==> config.mk <==
export PLATFORM = sky130hd
export DESIGN_NAME = mem_arbiter_flat
export DESIGN_NICKNAME = d
export VERILOG_FILES = /design/src/rtl/mem_arbiter_pkg.sv /design/src/rtl/mem_arbiter_if.sv /design/src/rtl/mem_arbiter_sat_counter.sv /design/src/rtl/mem_arbiter.sv /design/src/flat_wrapper.sv
export SDC_FILE = /design/constraint.sdc
export NUM_CORES = 1
export LEC_CHECK = 0
export CORE_MARGIN = 10
export CORE_UTILIZATION = 50
export CTS_BUF_LIST = sky130_fd_sc_hd__clkbuf_4 sky130_fd_sc_hd__clkbuf_8
export DETAILED_ROUTE_END_ITERATION = 6
export DONT_BUFFER_PORTS = 1
export GPL_TIMING_DRIVEN = 0
export SETUP_SLACK_MARGIN = 0.4
export SLEW_MARGIN = 10
export SYNTH_ARGS = -nofsm -noshare
export SYNTH_HDL_FRONTEND = slang
export SYNTH_HIERARCHICAL = 1
export SYNTH_SLANG_ARGS = --single-unit
==> constraint.sdc <==
create_clock -name clk -period 4.41 [get_ports clk]
set_input_delay 0.882 -clock clk [delete_from_list [all_inputs] [get_ports clk]]
set_output_delay 0.882 -clock clk [all_outputs]
set_load 0.02 [all_outputs]
==> src/rtl/mem_arbiter_pkg.sv <==
// Shared CPU package: memory geometry and arbiter state encoding.
// Used by the line-fill arbiter and the interface that carries its memory bus.
package mem_arbiter_pkg;
  localparam int ADDR_W = 16;
  localparam int LINE_W = 64;
  localparam int OFS_W  = 2;

  typedef enum logic [2:0] {IDLE, WB, DFILL, IFILL, RESP} state_t;
endpackage

==> src/rtl/mem_arbiter_if.sv <==
// Line-granular memory bus between the arbiter (master) and backing memory (slave).
interface mem_arbiter_if
  import mem_arbiter_pkg::*;
#(
  parameter int ADDR_W = mem_arbiter_pkg::ADDR_W,
  parameter int LINE_W = mem_arbiter_pkg::LINE_W
) ();
  logic                    mem_re;
  logic                    mem_we;
  logic [ADDR_W-OFS_W-1:0] mem_addr;
  logic [LINE_W-1:0]       mem_wdata;
  logic [LINE_W-1:0]       mem_rdata;
  logic                    mem_rdy;

  modport master (output mem_re, mem_we, mem_addr, mem_wdata,
                  input  mem_rdata, mem_rdy);
  modport slave  (input  mem_re, mem_we, mem_addr, mem_wdata,
                  output mem_rdata, mem_rdy);
endinterface

==> src/rtl/mem_arbiter_sat_counter.sv <==
// Saturating up-counter; holds at all-ones instead of wrapping.
module sat_counter #(
  parameter int CNT_W = 16
) (
  input  logic             clk,
  input  logic             rst_n,
  input  logic             inc,
  output logic [CNT_W-1:0] count
);
  always_ff @(posedge clk or negedge rst_n)
    if (!rst_n)                   count <= '0;
    else if (inc && count != '1)  count <= count + 1'b1;
endmodule

==> src/rtl/mem_arbiter.sv <==
// Arbitrates I/D cache line misses onto one memory port, with dirty-victim
// writeback ahead of the D fill. D-side wins ties.
module mem_arbiter
  import mem_arbiter_pkg::*;
#(
  parameter int ADDR_W = mem_arbiter_pkg::ADDR_W,
  parameter int LINE_W = mem_arbiter_pkg::LINE_W,
  parameter int CNT_W  = 16
) (
  input  logic              clk,
  input  logic              rst_n,
  input  logic              i_miss,
  input  logic [ADDR_W-1:0] i_addr,
  input  logic              d_miss,
  input  logic [ADDR_W-1:0] d_addr,
  input  logic              d_dirty,
  input  logic [ADDR_W-1:0] d_wb_addr,
  input  logic [LINE_W-1:0] d_wb_data,
  mem_arbiter_if.master     mem,
  output logic              i_fill,
  output logic              d_fill,
  output logic [LINE_W-1:0] fill_data,
  output logic              cache_stall,
  output logic [CNT_W-1:0]  stall_cycles
);
  localparam int LW = ADDR_W - OFS_W;

  state_t          state, nxt;
  logic [LW-1:0]   line_q, dline_q;
  logic [LINE_W-1:0] wdata_q, fill_q;
  logic            side_d_q;

  always_comb begin
    nxt = state;
    unique case (state)
      IDLE:        if (d_miss)      nxt = d_dirty ? WB : DFILL;
                   else if (i_miss) nxt = IFILL;
      WB:          if (mem.mem_rdy) nxt = DFILL;
      DFILL, IFILL: if (mem.mem_rdy) nxt = RESP;
      RESP:        nxt = IDLE;
      default:     nxt = IDLE;
    endcase
  end

  // Both line addresses are captured on IDLE exit so the post-writeback
  // fill uses the miss address as it stood when service began.
  always_ff @(posedge clk or negedge rst_n) begin
    if (!rst_n) begin
      state    <= IDLE;
      line_q   <= '0;
      dline_q  <= '0;
      wdata_q  <= '0;
      fill_q   <= '0;
      side_d_q <= 1'b0;
    end else begin
      state <= nxt;
      unique case (state)
        IDLE:
          if (d_miss) begin
            side_d_q <= 1'b1;
            dline_q  <= d_addr[ADDR_W-1:OFS_W];
            if (d_dirty) begin
              line_q  <= d_wb_addr[ADDR_W-1:OFS_W];
              wdata_q <= d_wb_data;
            end else begin
              line_q  <= d_addr[ADDR_W-1:OFS_W];
            end
          end else if (i_miss) begin
            side_d_q <= 1'b0;
            line_q   <= i_addr[ADDR_W-1:OFS_W];
          end
        WB:           if (mem.mem_rdy) line_q <= dline_q;
        DFILL, IFILL: if (mem.mem_rdy) fill_q <= mem.mem_rdata;
        default: ;
      endcase
    end
  end

  assign mem.mem_we    = (state == WB);
  assign mem.mem_re    = (state == DFILL) || (state == IFILL);
  assign mem.mem_addr  = line_q;
  assign mem.mem_wdata = wdata_q;

  assign d_fill      = (state == RESP) &&  side_d_q;
  assign i_fill      = (state == RESP) && !side_d_q;
  assign fill_data   = fill_q;
  assign cache_stall = (state != IDLE) || i_miss || d_miss;

  sat_counter #(.CNT_W(CNT_W)) u_stall_cnt (
    .clk   (clk),
    .rst_n (rst_n),
    .inc   (cache_stall),
    .count (stall_cycles)
  );
endmodule

==> src/flat_wrapper.sv <==
// flat-port wrapper written by rule: the top's interface ports become plain ports
module mem_arbiter_flat import mem_arbiter_pkg::*;
#(
  parameter int ADDR_W = mem_arbiter_pkg::ADDR_W,
  parameter int LINE_W = mem_arbiter_pkg::LINE_W,
  parameter int CNT_W  = 16
)
  (clk, rst_n, i_miss, i_addr, d_miss, d_addr, d_dirty, d_wb_addr, d_wb_data, i_fill, d_fill, fill_data, cache_stall, stall_cycles, mem_mem_re, mem_mem_we, mem_mem_addr, mem_mem_wdata, mem_mem_rdata, mem_mem_rdy);
  mem_arbiter_if #(.ADDR_W(ADDR_W), .LINE_W(LINE_W)) mem_i ();
  input  logic clk;
  input  logic rst_n;
  input  logic i_miss;
  input  logic [ADDR_W-1:0] i_addr;
  input  logic d_miss;
  input  logic [ADDR_W-1:0] d_addr;
  input  logic d_dirty;
  input  logic [ADDR_W-1:0] d_wb_addr;
  input  logic [LINE_W-1:0] d_wb_data;
  output logic i_fill;
  output logic d_fill;
  output logic [LINE_W-1:0] fill_data;
  output logic cache_stall;
  output logic [CNT_W-1:0] stall_cycles;
  output wire logic [$bits(mem_i.mem_re)-1:0] mem_mem_re;
  output wire logic [$bits(mem_i.mem_we)-1:0] mem_mem_we;
  output wire logic [$bits(mem_i.mem_addr)-1:0] mem_mem_addr;
  output wire logic [$bits(mem_i.mem_wdata)-1:0] mem_mem_wdata;
  input wire logic [$bits(mem_i.mem_rdata)-1:0] mem_mem_rdata;
  input wire logic [$bits(mem_i.mem_rdy)-1:0] mem_mem_rdy;
  assign mem_mem_re = mem_i.mem_re;
  assign mem_mem_we = mem_i.mem_we;
  assign mem_mem_addr = mem_i.mem_addr;
  assign mem_mem_wdata = mem_i.mem_wdata;
  assign mem_i.mem_rdata = mem_mem_rdata;
  assign mem_i.mem_rdy = mem_mem_rdy;
  mem_arbiter #(.ADDR_W(ADDR_W), .LINE_W(LINE_W), .CNT_W(CNT_W)) u_core (.clk(clk), .rst_n(rst_n), .i_miss(i_miss), .i_addr(i_addr), .d_miss(d_miss), .d_addr(d_addr), .d_dirty(d_dirty), .d_wb_addr(d_wb_addr), .d_wb_data(d_wb_data), .mem(mem_i), .i_fill(i_fill), .d_fill(d_fill), .fill_data(fill_data), .cache_stall(cache_stall), .stall_cycles(stall_cycles));
endmodule
==> run metrics <==
Flop pwr share 0.592; Tmin final 3.03 ns; drt total wl 20,400 microns; clock insertion delay at the later pin of the skew report 0.45 ns; Slew Limit Fails 0; Synth Cell Area 7360 sq um; I/O pin count 345; I/O Buffers 0; fraction of registers with async set/reset 1.00; top cell type's share of synthesized area 0.599; Layout Nets 720; GR Util All Layers 0.196; syn_nets 701; CP max-delay cell buf_1; path depth of the worst reg2reg path 6; Fillers 1,185; DP Worst Slack 1.45 ns; DRC Markers 0; Layout area overhead 9.68%; Reg clk slew, reported paths 0.09 ns; Buffers & Inverters on Critical Path 3; Vias per Instance 6.00; P_int 3.87 mW; HP Class primary input to async pin; Gate Count Post-Synth 518; Die Ht 141 microns; switching share of power 0.419; routability congestion estimate 0.845; most frequent cells in the layout 176 x dfrtp_1, 82 x mux2_2, 61 x mux2_1; CP required 3.53 ns; Final Hold Viols 0; Yosys reg bits 176; worst stage delay on the critical path 0.58 ns; dpl hpwl 16,000 microns; Setup Total Neg Slack 0 ns; DRT iter0 DRCs 327; Clock power frac 0.197; H-tree Lvls 4; CP Class flip-flop to primary output; Leak Pwr 3.51 nW; pwr/cell area 824 nW/um^2; crit end category primary output; Initial Util 0.508; antenna violations before repair 1; Longest Clk Path Bufs 2; FF+latch area 4400 sq um; CTS root buf clkbuf_8; sequential area share after synthesis 0.599; TritonRoute pass-1 iters 5; hold_buf cts 0; Slew headroom 0.528; WL/cell 27.8 microns; worst reg-to-reg setup slack 2.16 ns; syn avg cell area 14.2 sq um; CP delay by family, top buffers and inverters; number of synthesized flops with an enable pin 0; status completed; CP arrival 2.14 ns; multi-input combinational cell area 2770 sq um; Peak VDD IR 0.415 mV; clk sink count 176; Worst Tran Pin Value 0.709 ns; TritonCTS clock tree built; most common cell after layout, fill and taps aside dfrtp_1; Die Span X 141 microns; pin count of the biggest net entering global routing 177; crit path max fanout 10; reg2reg end u_core/fill_data[58]; Final setup viols 0; die area 20,000 sq um; Max Cap Viol 0; f_max 0.331 GHz; CORE AREA 14,500 sq um; RSZ-0062 raised after global routing no; crit-path cells clkbuf_1 -> nor3b_1 -> buf_2 -> buf_1; share of layout cells above drive strength 1 0.262; top cell type by total area after synthesis dfrtp_1; period utilisation layout 0.686; CP startpoint kind flip-flop; placed insts 702; Num CTS Buffers 17; first-pass GRT wire length 30,300 microns; vias in the first global route 4,730; num rows 44; non-filler cells in the finished layout 734; yosys warns 6; Final Total Pwr 6.65 mW; main area contributors after synthesis dfrtp_1 60%, mux2_2 13%, mux2_1 9.3%; total grt overflow 0; power share of the combinational group 0.211; Cell variety after synth 45; Post-CTS Setup Inserts 0; final antenna diode count 0; Net Sw Power 2.78 mW; PostCTS Resize Cnt 0; post-route setup slack 1.38 ns; Top FF cell, synth dfrtp_1; Clock Skew 0.00934 ns; Detail Route Antenna Nets 0; Vias 4,407; FF-to-FF Start u_core/state[2]
area by class of cell:
type	count	share of cell area
clock inverter	13	0.0273
sequential	176	0.546
clock buffer	19	0.0324
buffer	32	0.0223
inverter	2	0.000930
multi-input combinational	308	0.343
tap	184	0.0285
metrics by stage:
stage,util,cell area (sq um),hold WS (ns)
finish,0.557,8070,0.125
global route,0.557,8070,0.0855
CTS,0.557,8070,0.0927
detailed placement,0.524,7590,0.487
global placement,0.524,7590,0.479
floorplan,-,7360,0.465
power by group through the flow:
stage | logic (mW) | registers, mW | clock network, mW
2_1_floorplan | 1.17 | 3.68 | 0
3_3_place_gp | 1.33 | 4.00 | 0
3_5_place_dp | 1.41 | 4.01 | 0
4_1_cts | 1.41 | 3.98 | 1.34
5_1_grt | 1.55 | 4.05 | 1.41
6_report | 1.40 | 3.94 | 1.31
how the worst max path moves through the flow:
stage                     from                            to  slack [ns]  depth (start not counted)
3_5_place_dp            d_miss  u_core/u_stall_cnt/count[14]        1.45                          8
2_1_floorplan           d_miss                   cache_stall        1.83                          4
4_1_cts        u_core/state[2]                    mem_mem_we        1.36                          4
5_1_grt        u_core/state[2]                    mem_mem_we        1.20                          4
6_report       u_core/state[2]                    mem_mem_we        1.38                          4
3_3_place_gp            d_miss   u_core/u_stall_cnt/count[5]        1.51                          8
state kept, by name, indices dropped and copies added, names as in the netlist:
name and count:
u_core/mem.mem_wdata 64, u_core/mem.mem_addr 14, u_core/u_stall_cnt/count 16, u_core/dline_q 14
u_core/state 3, u_core/fill_data 64, u_core/side_d_q 1
cell usage after synthesis, types with 3 or more instances:
master / n
a211o_1: 14
a21oi_1: 5
a31oi_1: 31
and3_1: 4
buf_2: 12
buf_6: 6
clkbuf_1: 13
dfrtp_1: 176
mux2_1: 61
mux2_2: 82
mux2i_1: 14
nand2_1: 22
nand3_1: 5
nand4_1: 8
nor2_1: 20
nor2b_1: 3
o21a_1: 5
xnor2_1: 5
routing by layer:
layer  GRT usage  vias up  routed length, microns
li1            -     1910                       -
met1       0.201     2235                    6950
met2       0.338      235                   10800
met3      0.0975       25                    2350
met4      0.0679        2                     364
met5           0        -                      20
cells by family after synthesis:
family	Yosys count	synth area share
xor+xnor	7	0.00833
buf+inv	34	0.0255
mux	157	0.238
simple gates	81	0.0678
compound gates	62	0.0602
flops	176	0.599
fa+ha+maj	1	0.00170
Note: power is estimated with default switching activity, not from simulation.
